## src/rtl/mmapkron_stream_sequencer.sv

```systemverilog
// mMapKron job sequencer: serialises NUM_IN operand packets in channel order onto the core
// input stream, then waits for the core's result pointer and reports job statistics.
module mmapkron_stream_sequencer #(
  parameter int DATA_W  = 67,
  parameter int NUM_IN  = 2,
  parameter int RES_W   = 32,
  parameter int CNT_W   = 32,
  parameter int TIMEOUT = 1000000
) (
  input  logic                     aclk,
  input  logic                     aresetn,
  input  logic                     start,
  output logic                     busy,
  output logic                     done,
  output logic                     error,
  input  logic [NUM_IN*DATA_W-1:0] s_tdata,
  input  logic [NUM_IN-1:0]        s_tvalid,
  input  logic [NUM_IN-1:0]        s_tlast,
  output logic [NUM_IN-1:0]        s_tready,
  output logic [DATA_W-1:0]        m_tdata,
  output logic                     m_tvalid,
  output logic                     m_tlast,
  input  logic                     m_tready,
  input  logic [RES_W-1:0]         r_tdata,
  input  logic                     r_tvalid,
  output logic                     r_tready,
  output logic [RES_W-1:0]         result,
  output logic [CNT_W-1:0]         cycles,
  output logic [CNT_W-1:0]         tok_count
);
  localparam int                CH_W    = (NUM_IN > 1) ? $clog2(NUM_IN) : 1;
  localparam logic [CH_W-1:0]   LAST_CH = CH_W'(NUM_IN - 1);
  localparam logic [CNT_W-1:0]  TO_LAST = CNT_W'((TIMEOUT > 0) ? TIMEOUT - 1 : 0);
  localparam logic [CNT_W-1:0]  CNT_MAX = '1;

  typedef enum logic [1:0] {ST_IDLE, ST_FEED, ST_WAIT_RES, ST_DONE} state_t;

  state_t             state_q, state_d;
  logic [CH_W-1:0]    ch_q, ch_d;
  logic [RES_W-1:0]   result_q, result_d;
  logic [CNT_W-1:0]   cycles_q, cycles_d;
  logic [CNT_W-1:0]   tok_q, tok_d;
  logic [CNT_W-1:0]   wait_q, wait_d;
  logic               error_q, error_d;

  logic               feed;
  logic               fire;
  logic [DATA_W-1:0]  ch_data [NUM_IN];

  assign feed = (state_q == ST_FEED);
  assign fire = m_tvalid && m_tready;

  for (genvar gi = 0; gi < NUM_IN; gi++) begin : g_ch
    assign ch_data[gi]  = s_tdata[gi*DATA_W +: DATA_W];
    assign s_tready[gi] = feed && (ch_q == CH_W'(gi)) && m_tready;
  end

  always_ff @(posedge aclk) begin
    if (!aresetn) begin
      state_q  <= ST_IDLE;
      ch_q     <= '0;
      result_q <= '0;
      cycles_q <= '0;
      tok_q    <= '0;
      wait_q   <= '0;
      error_q  <= 1'b0;
    end else begin
      state_q  <= state_d;
      ch_q     <= ch_d;
      result_q <= result_d;
      cycles_q <= cycles_d;
      tok_q    <= tok_d;
      wait_q   <= wait_d;
      error_q  <= error_d;
    end
  end

  always_comb begin
    state_d  = state_q;
    ch_d     = ch_q;
    result_d = result_q;
    cycles_d = cycles_q;
    tok_d    = tok_q;
    wait_d   = wait_q;
    error_d  = error_q;
    case (state_q)
      ST_IDLE: begin
        if (start) begin
          state_d  = ST_FEED;
          ch_d     = '0;
          // The start-acceptance cycle is the first cycle of the job.
          cycles_d = CNT_W'(1);
          tok_d    = '0;
          error_d  = 1'b0;
        end
      end
      ST_FEED: begin
        cycles_d = (cycles_q == CNT_MAX) ? cycles_q : cycles_q + 1'b1;
        if (fire) begin
          tok_d = (tok_q == CNT_MAX) ? tok_q : tok_q + 1'b1;
          if (m_tlast) begin
            if (ch_q == LAST_CH) begin
              state_d = ST_WAIT_RES;
              wait_d  = '0;
            end else begin
              ch_d = ch_q + 1'b1;
            end
          end
        end
      end
      ST_WAIT_RES: begin
        cycles_d = (cycles_q == CNT_MAX) ? cycles_q : cycles_q + 1'b1;
        if (r_tvalid) begin
          result_d = r_tdata;
          state_d  = ST_DONE;
        end else if ((TIMEOUT != 0) && (wait_q == TO_LAST)) begin
          error_d = 1'b1;
          state_d = ST_DONE;
        end else begin
          wait_d = (wait_q == CNT_MAX) ? wait_q : wait_q + 1'b1;
        end
      end
      default: state_d = ST_IDLE;
    endcase
  end

  always_comb begin
    busy     = (state_q != ST_IDLE);
    done     = (state_q == ST_DONE);
    r_tready = (state_q == ST_WAIT_RES);
    m_tdata  = '0;
    m_tvalid = 1'b0;
    m_tlast  = 1'b0;
    if (feed) begin
      m_tdata  = ch_data[ch_q];
      m_tvalid = s_tvalid[ch_q];
      m_tlast  = s_tlast[ch_q];
    end
  end

  assign error     = error_q;
  assign result    = result_q;
  assign cycles    = cycles_q;
  assign tok_count = tok_q;

endmodule

```

## config.mk

```make
export PLATFORM = sky130hd
export DESIGN_NAME = mmapkron_stream_sequencer
export DESIGN_NICKNAME = d
export VERILOG_FILES = /design/src/rtl/mmapkron_stream_sequencer.sv
export SDC_FILE = /design/constraint.sdc
export NUM_CORES = 1
export LEC_CHECK = 0
export CAP_MARGIN = 20
export CORE_AREA = 3 3 131 133
export DETAILED_ROUTE_END_ITERATION = 16
export DIE_AREA = 0 0 134 136
export DONT_BUFFER_PORTS = 1
export GPL_ROUTABILITY_DRIVEN = 1
export GPL_TIMING_DRIVEN = 0
export SLEW_MARGIN = 10
export SYNTH_ARGS = -nofsm -noshare
export SYNTH_HDL_FRONTEND = slang
export SYNTH_SLANG_ARGS = --single-unit
```

## constraint.sdc

```tcl
create_clock -name aclk -period 3.12 [get_ports aclk]
set_input_delay 0.624 -clock aclk [delete_from_list [all_inputs] [get_ports aclk]]
set_output_delay 0.624 -clock aclk [all_outputs]
set_load 0.01 [all_outputs]
```

==> Word-level counts from Yosys, hierarchy flattened <==
Cells that the tools add are included.
{ "totals": {"inputBits": 175, "register_bits": 132, "out_inout_bits": 171} }
{ "op_classes": {"bitwise": 2, "order_cmp": 2, "eq_ne": 18, "mux": 39, "reduce_logical": 19, "addsub": 4} }
{ "op_table": {"columns": ["operator", "n"], "rows": [
  ["two-way mux 32 bit", 11],
  ["two-way mux 67 bit", 4],
  ["one-hot mux 32 bit (2 select lines)", 3],
  ["adder 32 x 1 -> 32 bit (second input constant)", 3],
  ["equality test 32 bit (second input constant)", 3],
  ["equality test 32 x 20 -> 1 bit (second input constant)", 1],
  ["inequality test 2 bit (second input constant)", 8],
  ["two-way mux 1 bit", 12],
  ["two-way mux 2 bit", 6],
  ["AND reduction 4 bit", 3],
  ["nonzero test 2 bit", 5],
  ["AND reduction 7 bit", 1],
  ["one-hot mux 2 bit (3 select lines)", 1],
  ["logical AND 1 bit", 5],
  ["AND reduction 5 bit", 1],
  ["equality test 2 bit (second input constant)", 2],
  ["inequality test 2 x 1 -> 1 bit (second input constant)", 2],
  ["one-hot mux 1 bit (2 select lines)", 2],
  ["inequality test 3 x 2 -> 1 bit (second input constant)", 1],
  ["AND reduction 3 bit", 1],
  ["equality test 2 x 1 -> 1 bit (second input constant)", 1],
  ["greater-or-equal comparator 2 bit (second input constant)", 1],
  ["logical NOT 2 bit", 1],
  ["< comparator 1 x 2 -> 1 bit (second input constant)", 1],
  ["5 further kinds", 5]
]} }

==> Longest topological paths before layout <==
{ "depth": {"ltp_word": 6, "mapped_depth": 10} }

==> Worst setup path after synthesis <==
OpenSTA, ideal clock, no wires.
{ "synth_timing": {"path_kind": "register -> register", "start": "register tok_q[0] (netlist: tok_count[0])", "end": "register tok_q[12] (netlist: tok_count[12])", "setup_ns": 0.119, "required_ns": 3.001, "arrival_time_ns": 2.265, "slack_ns": 0.736, "stages_incl_launch_ff": 9, "n_path_buf": 1, "path_cell_list": "dfxtp_1 -> ha_1 -> nand3_1 -> or4b_4 -> nor4_4 -> or2b_1 -> buf_4 -> nor2_1 -> o221a_1"} }
{ "synth_via": {"elab_chain_cells": 4, "elab_cells_between_ends": 7, "cone_classes": "add/sub: 1; eq/ne: 2; mux: 3; reduce/logical: 1"} }
{ "synth_rtl": {"columns": ["element", "line", "text"], "rows": [
  ["start, declared", "42", "logic [CNT_W-1:0] tok_q, tok_d;"],
  ["start signal, assigned", "72", "tok_q <= tok_d;"],
  ["adder 32 x 1 -> 32 bit", "100", "tok_d = (tok_q == CNT_MAX) ? tok_q : tok_q + 1'b1;"],
  ["two-way mux 32 bit", "100", null],
  ["two-way mux 32 bit", "99", "if (fire) begin"],
  ["one-hot mux 32 bit (2 select lines)", "86", "case (state_q)"]
]} }
Parallel ways exist; a longest one is shown, timed or not. The select of a mux whose other input is x is not followed.
A chain may end at the register's enable or synchronous reset.

==> Worst setup path after layout <==
{ "layout_timing": {"start": "register state_q[1]", "end": "output s_tready[1]"} }
{ "layout_via": {"elab_chain_cells": 3} }
{ "layout_rtl": {"columns": ["element", "line", "text"], "rows": [
  ["start, declared", "38", "state_t state_q, state_d;"],
  ["start signal, assigned", "68", "state_q <= state_d;"],
  ["equality test 2 x 1 -> 1 bit", "50", "assign feed = (state_q == ST_FEED);"],
  ["logical AND 1 bit (2 in a row)", "55", "assign s_tready[gi] = feed && (ch_q == CH_W'(gi)) && m_tready;"],
  ["end, declared", "19", "output logic [NUM_IN-1:0] s_tready,"]
]} }
Every way passes these cells.

==> metrics <==
status completed; row cnt 46; Setup WS post-layout about 0.11 ns; CTS Root Cell clkbuf_16; Clock Skews about 0.007 ns; Slew Limit Fails 0; GRT Total Usage between 30% and 40%; Worst EP required ~2.5 ns; Via density 6.22; Area Overhead vs Synth 12.1%; library cells used by synthesis 62; sequential area share after synthesis 34.4%; Post-Route Setup TNS 0 ns; clk slew on worst S/H paths 0.06 ns; Setup Viol. Count Final 0; first-pass GRT wire length 43,700 um; CP Max Fanout 10; Hold Slack roughly 0.33 ns; Comb pwr share between 30% and 40%; Post-DP HPWL 23,600 um; Yosys warnings 0; Max Fclk 333 MHz; synth cell count leaders nand2_1 (149), nor2_1 (149), dfxtp_1 (132); multi-input logic area around 0.0047 mm^2; WL final 29,800 um; Slew headroom roughly 37%; Core Area 0.0159 mm^2; pre-CTS setup slack approximately 0.13 ns; GPL Wtd Cong 0.995; EDFF count, synth 0; CP Data Arrival Time approximately 2.4 ns; initial core utilization between 40% and 50%; Synth Cell Area between 0.007 and 0.008 mm^2; Max Root-Sink Buffers 2; CTS tree yes; hold crit path type in2reg; insertion delay to the later sink of the worst-skew pair 0.43 ns; largest net degree at the start of global routing 17; Switching Fraction approximately 40%; #FFs+latches synth ~130; Pwr per Cell Area roughly 700 mW/mm^2; final net count 1,215; global route overflow 0; initial antenna violation count 4; measured slew at the worst slew-check pin around 0.94 ns; WS Path Type reg2out; DR vias between 7k and 8k; Avg Inst Size Synth 7.59 um^2; Critical Path End Type primary output; Die H 136 um; total power just under 0.006 W; Top Ports about 350; Post-Syn Nets around 1.2k; TritonCTS buffer count 17; RR Startpoint tok_count[0]$_SDFFE_PN0P_; Synth area leader dfxtp_1; period utilization 96.3%; min cycle time layout roughly 3.0 ns; vias in the first global route 6,913; internal cell power 0.00351 W; DRC Markers 0; Die ar. ~0.018 mm^2; Filler Cells Inserted roughly 1.6k; Worst Setup EP s_tready[1]; Layout Cells excl Fill about 1.3k; CP Launch Type register; layout cell share with drive strength beyond 1 7.27%; clock share of power roughly 36%; post-synth top area share approximately 34%; 1st-pass router iterations 7; TritonCTS Sinks about 130; sequential standard cell area between 0.002 and 0.003 mm^2; RSZ-0062 raised after global routing no; Die X ~130 um; Final ANT Viol Nets 0; Pleak around 2.6 nW; Switching Power roughly 0.0023 W; htree depth 4; max_cap viols 0; r2r worst-path depth 8; Post-Place Cells approximately 1.2k; synth top area cells dfxtp_1 (34%), mux2i_1 (9.8%), nand2_1 (7.3%); ys async rst share 0%; # hold bufs at CTS 0; Main synth FF type dfxtp_1; IO Port Bufs 0; Critical path origin state_q[1]$_SDFFE_PN0P_; initial DRC count between 600 and 700; r2r setup slk 0.19 ns; maximum VDD drop 0.495 mV; end of the worst register-to-register path tok_count[12]$_SDFFE_PN0P_; Hold Vio Cnt, Final 0; register share of total power 31.8%; Avg WL per Cell roughly 24 um; Post-Syn Instances 1,012
==> final cells by class <==
cell class                 count  share of cell area [%]
multi-input combinational    799                    54.8
sequential                   132                    30.7
clock buffer                  18                    5.10
tap                          216                    3.14
buffer                        58                    2.79
clock inverter                14                    2.18
inverter                      22                    1.00
timing repair buffer           2                   0.174
timing repair inverter         1                  0.0582
antenna                        2                  0.0582
==> routing by layer <==
metal	global-route usage [%]	vias up	share of wire, %
met3	8.66	46	8.9
met1	41.0	3727	41
met4	8.97	4	2.5
met5	0	-	0.087
met2	52.4	421	47
li1	-	3670	-
==> metrics by stage <==
step                      utilization [%]  area (um^2)
after floorplan                         -         7680
after global placement               49.8         7950
after detailed placement             49.8         7950
after CTS                            53.8         8570
after global routing                 54.0         8600
final                                54.0         8600
==> critical path, cell delays in order, from the launching register on <==
cell and delay, ns:
dfxtp_1 0.34, inv_1 0.11, ha_2 0.31, clkbuf_1 0.46, clkbuf_2 0.37, and3_1 0.35
==> layout by cell type (no fill, tap or decap), drive strengths merged, types with 11 or more instances in the layout <==
cell type  instances
o21ai             37
nand4             41
mux2i             75
nand3             51
nor2             149
xnor2             21
a21oi             64
buf               20
clkbuf            58
nor3              40
inv               29
xor2              11
nor4              24
and3              11
nand2            149
dfxtp            132
a31oi             13
==> power by group through the flow <==
stage                     clock (W)  sequential [W]  combinational, W
after CTS                   0.00216         0.00186           0.00179
after global routing        0.00222         0.00187           0.00201
final                       0.00213         0.00186           0.00186
after global placement            0         0.00190           0.00177
after floorplan                   0         0.00187           0.00125
after detailed placement          0         0.00190           0.00178
==> timing repair <==
action | CTS | global route
gates resized for setup | 2 | 4
buffers inserted | 0 | 2
pin swaps | 0 | 0
endpoints found under the setup margin | 19 | 11
cloned | 0 | 1
hold endpoints to repair | 0 | 0
==> sequential cells by signal (all words and copies together) (netlist names) <==
signal	cells
ch_q	1
cycles	32
error	1
result	32
state_q	2
tok_count	32
wait_q	32
==> logic make-up after synthesis <==
kind of cell	share of synthesized area (%)
flip-flops	34.4
adder cells (fa/ha/maj)	1.14
AO/OA/AOI/OAI	13.6
AND/OR/NAND/NOR	32.9
multiplexers	10.1
buffers and inverters	4.21
XOR/XNOR	3.65
==> worst min-delay path by stage <==
stage | start | endpoint | cells past startpoint
3_5_place_dp | result[16]$_SDFFE_PN0P_ | result[16]$_SDFFE_PN0P_ | 2
3_3_place_gp | result[23]$_SDFFE_PN0P_ | result[23]$_SDFFE_PN0P_ | 2
5_1_grt | r_tdata[5] | result[5]$_SDFFE_PN0P_ | 2
4_1_cts | r_tdata[9] | result[9]$_SDFFE_PN0P_ | 2
6_report | r_tdata[23] | result[23]$_SDFFE_PN0P_ | 2
2_1_floorplan | wait_q[30]$_SDFFE_PN0P_ | wait_q[30]$_SDFFE_PN0P_ | 2
Note: power is estimated with default switching activity, not from simulation.
==> variant (same flow settings) <==
Take the reset off `result_q` and load it in a clocked block of its own.
--- a/src/rtl/mmapkron_stream_sequencer.sv
+++ b/src/rtl/mmapkron_stream_sequencer.sv
@@ -61,3 +61,2 @@
       ch_q     <= '0;
-      result_q <= '0;
       cycles_q <= '0;
@@ -69,3 +68,2 @@
       ch_q     <= ch_d;
-      result_q <= result_d;
       cycles_q <= cycles_d;
@@ -75,2 +73,6 @@
     end
+  end
+
+  always_ff @(posedge aclk) begin
+    result_q <= result_d;
   end
Behaviour: no difference found for any inputs over 4 cycles, from zero or initial values and one cycle with aresetn low; that may be too few to reach the edited logic, so the function may still have changed.
==> variant against the original RTL <==
Power increased by 8.2%. Wire length rose by 3.1%. Synthesized area shrank 1.5%. Sequential cell count did not move. Global-route usage rose by 0.54 points. Final area fell by 1.2%. Largest power group is now combinational logic. Clock skew shrank 0.0018 ns. Setup slack got worse by 0.0075 ns.
==> variant: results (changes against the original RTL) <==
Run status: finished clean (unchanged). The relative slew slack was 0.2306 (was 0.3724). Cell types with the highest counts after synthesis: nor2_1, dfxtp_1, nand2_1 (was nand2_1, nor2_1, dfxtp_1). The leakage component of the power came out at 0.002719 uW (was 0.002647 uW). The post-synthesis share of cell area spent on xor and xnor gates came out at 0.02779 (was 0.03651). The initial antenna violation count came out at 9 (was 4).

The number of cells on the worst hold path is 0 (was 2). The length of routed wiring on met1 came out at 11820 um (was 12300 um). The number of nets in the layout is 1088 (was 1215).

The total length of routed met3 wires is 3624 um (was 2662 um). The maximum number of pins on one net before global-route repair came to 34 (was 17). The number of detailed-routing iterations run before antenna repair came out at 5 (was 7). The HPWL reported at the end of detailed placement came out at 24330 um (was 23620 um).

Cell types with the largest area share after synthesis: dfxtp_1, edfxtp_1, mux2i_1 (was dfxtp_1, mux2i_1, nand2_1). The multiplexer fraction of the synthesized cell area is 0.09694 (was 0.1007). The detail-routed via count per cell came to 6.452 (was 6.225). The routability congestion estimate from global placement is 0.9221 (was 0.9951). The clock skew after layout came out at 0.005284 ns (was 0.007056 ns). The final-layout fill cell count came out at 1534 (was 1584).

The met2 layer wire length in the routed design is 14550 um (was 14120 um). The count of different cell masters after synthesis came out at 75 (was 62). The compound-cell area share of the yosys netlist is 0.1482 (was 0.1361). The number of enable-type register cells in the synthesized netlist came out at 32 (was 0). The maximum vdd drop came out at 0.4741 mV (was 0.4950 mV).

The adder-cell share of the synthesized area was 0.01158 (was 0.01141). The synthesized instance count was 886 (was 1012). The DRC marker count from the first detailed-route iteration came to 812 (was 617).

The layout cell share with drive strength beyond 1 came out at 0.08596 (was 0.07266). The sequential fraction of the synthesis area came out at 0.3917 (was 0.3443). The via count of the first global-routing pass is 6699 (was 6913). The global router's overall resource usage was 0.3228 (was 0.3175). The global-route wire length before repair is 43930 um (was 43750 um).
-- variant: cell types whose count changed after synthesis, sizes merged, moves of 9 or more --
| cell | unedited run | this run |
|---|---|---|
| nand2 | 149 | 80 |
| dfxtp | 132 | 100 |
| edfxtp | 0 | 32 |
| nor3 | 40 | 14 |
| nor2 | 149 | 129 |
| xnor2 | 21 | 4 |
| a21oi | 64 | 48 |
| or4 | 6 | 20 |
| nand4 | 41 | 30 |
| clkbuf | 40 | 30 |
| xor2 | 11 | 20 |
-- variant: worst paths after layout --
| path | from | end | slack [ns] |
|---|---|---|---|
| worst min-delay path | r_tdata[21] | result[21]$_DFFE_PP_ | 0.28 |
| worst max register to register | tok_count[9]$_SDFFE_PN0P_ | tok_count[24]$_SDFFE_PN0P_ | 0.12 |
| worst min register to register | wait_q[29]$_SDFFE_PN0P_ | wait_q[29]$_SDFFE_PN0P_ | 0.51 |
| worst max-delay path | state_q[1]$_SDFFE_PN0P_ | m_tdata[42] | 0.11 |
-- variant: logic make-up after synthesis --
group           Yosys count
flops                   132
mux                      73
compound gates          174
buf+inv                  70
simple gates            406
xor+xnor                 24
fa+ha+maj                 7
-- variant: power by group --
| part | internal (uW) | leakage, uW | switching (uW) | total [uW] |
|---|---|---|---|---|
| Sequential | 1850 | 0.00110 | 91.4 | 1940 |
| Clock | 1210 | 0.000294 | 866 | 2080 |
| Combinational | 705 | 0.00133 | 1610 | 2310 |
| Total | 3770 | 0.00272 | 2560 | 6330 |
-- variant: repair_timing --
action                     4_1_cts  5_1_grt
setup endpoints to repair       41       27
gates resized for setup          3        9
buffers inserted                 0        0
-- variant: cell type report --
cell class	count	share of cell area
inverters	17	0.007507
plain buffers	53	0.03606
repair buffers	1	0.003238
clock inverters	15	0.02134
flip-flops and latches	132	0.3485
multi-input cells	684	0.5000
clock buffers	17	0.05004
well taps	216	0.03179
diodes	5	0.001472
-- variant: critical path, stage by stage (launching register included) --
cell and delay [ns]:
dfxtp_1 0.38, inv_1 0.08, ha_1 0.19, clkbuf_8 0.16, inv_1 0.21, clkbuf_2 0.40, buf_1 0.36, nor2_1 0.17
-- variant: through the flow --
stage                     area (sq um)  hold slack (ns)  worst slack [ns]  total power (uW)    util
after floorplan                   7564           0.4571            0.7849              3602       -
after global placement            7834           0.4815            0.2085              4167  0.4914
after detailed placement          7839           0.4853            0.2758              4224  0.4917
after CTS                         8454           0.2747           0.06780              6294  0.5303
after global routing              8493           0.2663          0.008396              6626  0.5327
final                             8501           0.2831            0.1066              6332  0.5332
-- variant: routing by layer --
metal | vias up | global-route usage
met1 | 3573 | 0.3991
met3 | 53 | 0.1403
li1 | 3330 | -
met2 | 391 | 0.5112
met5 | - | 0
met4 | 8 | 0.09943
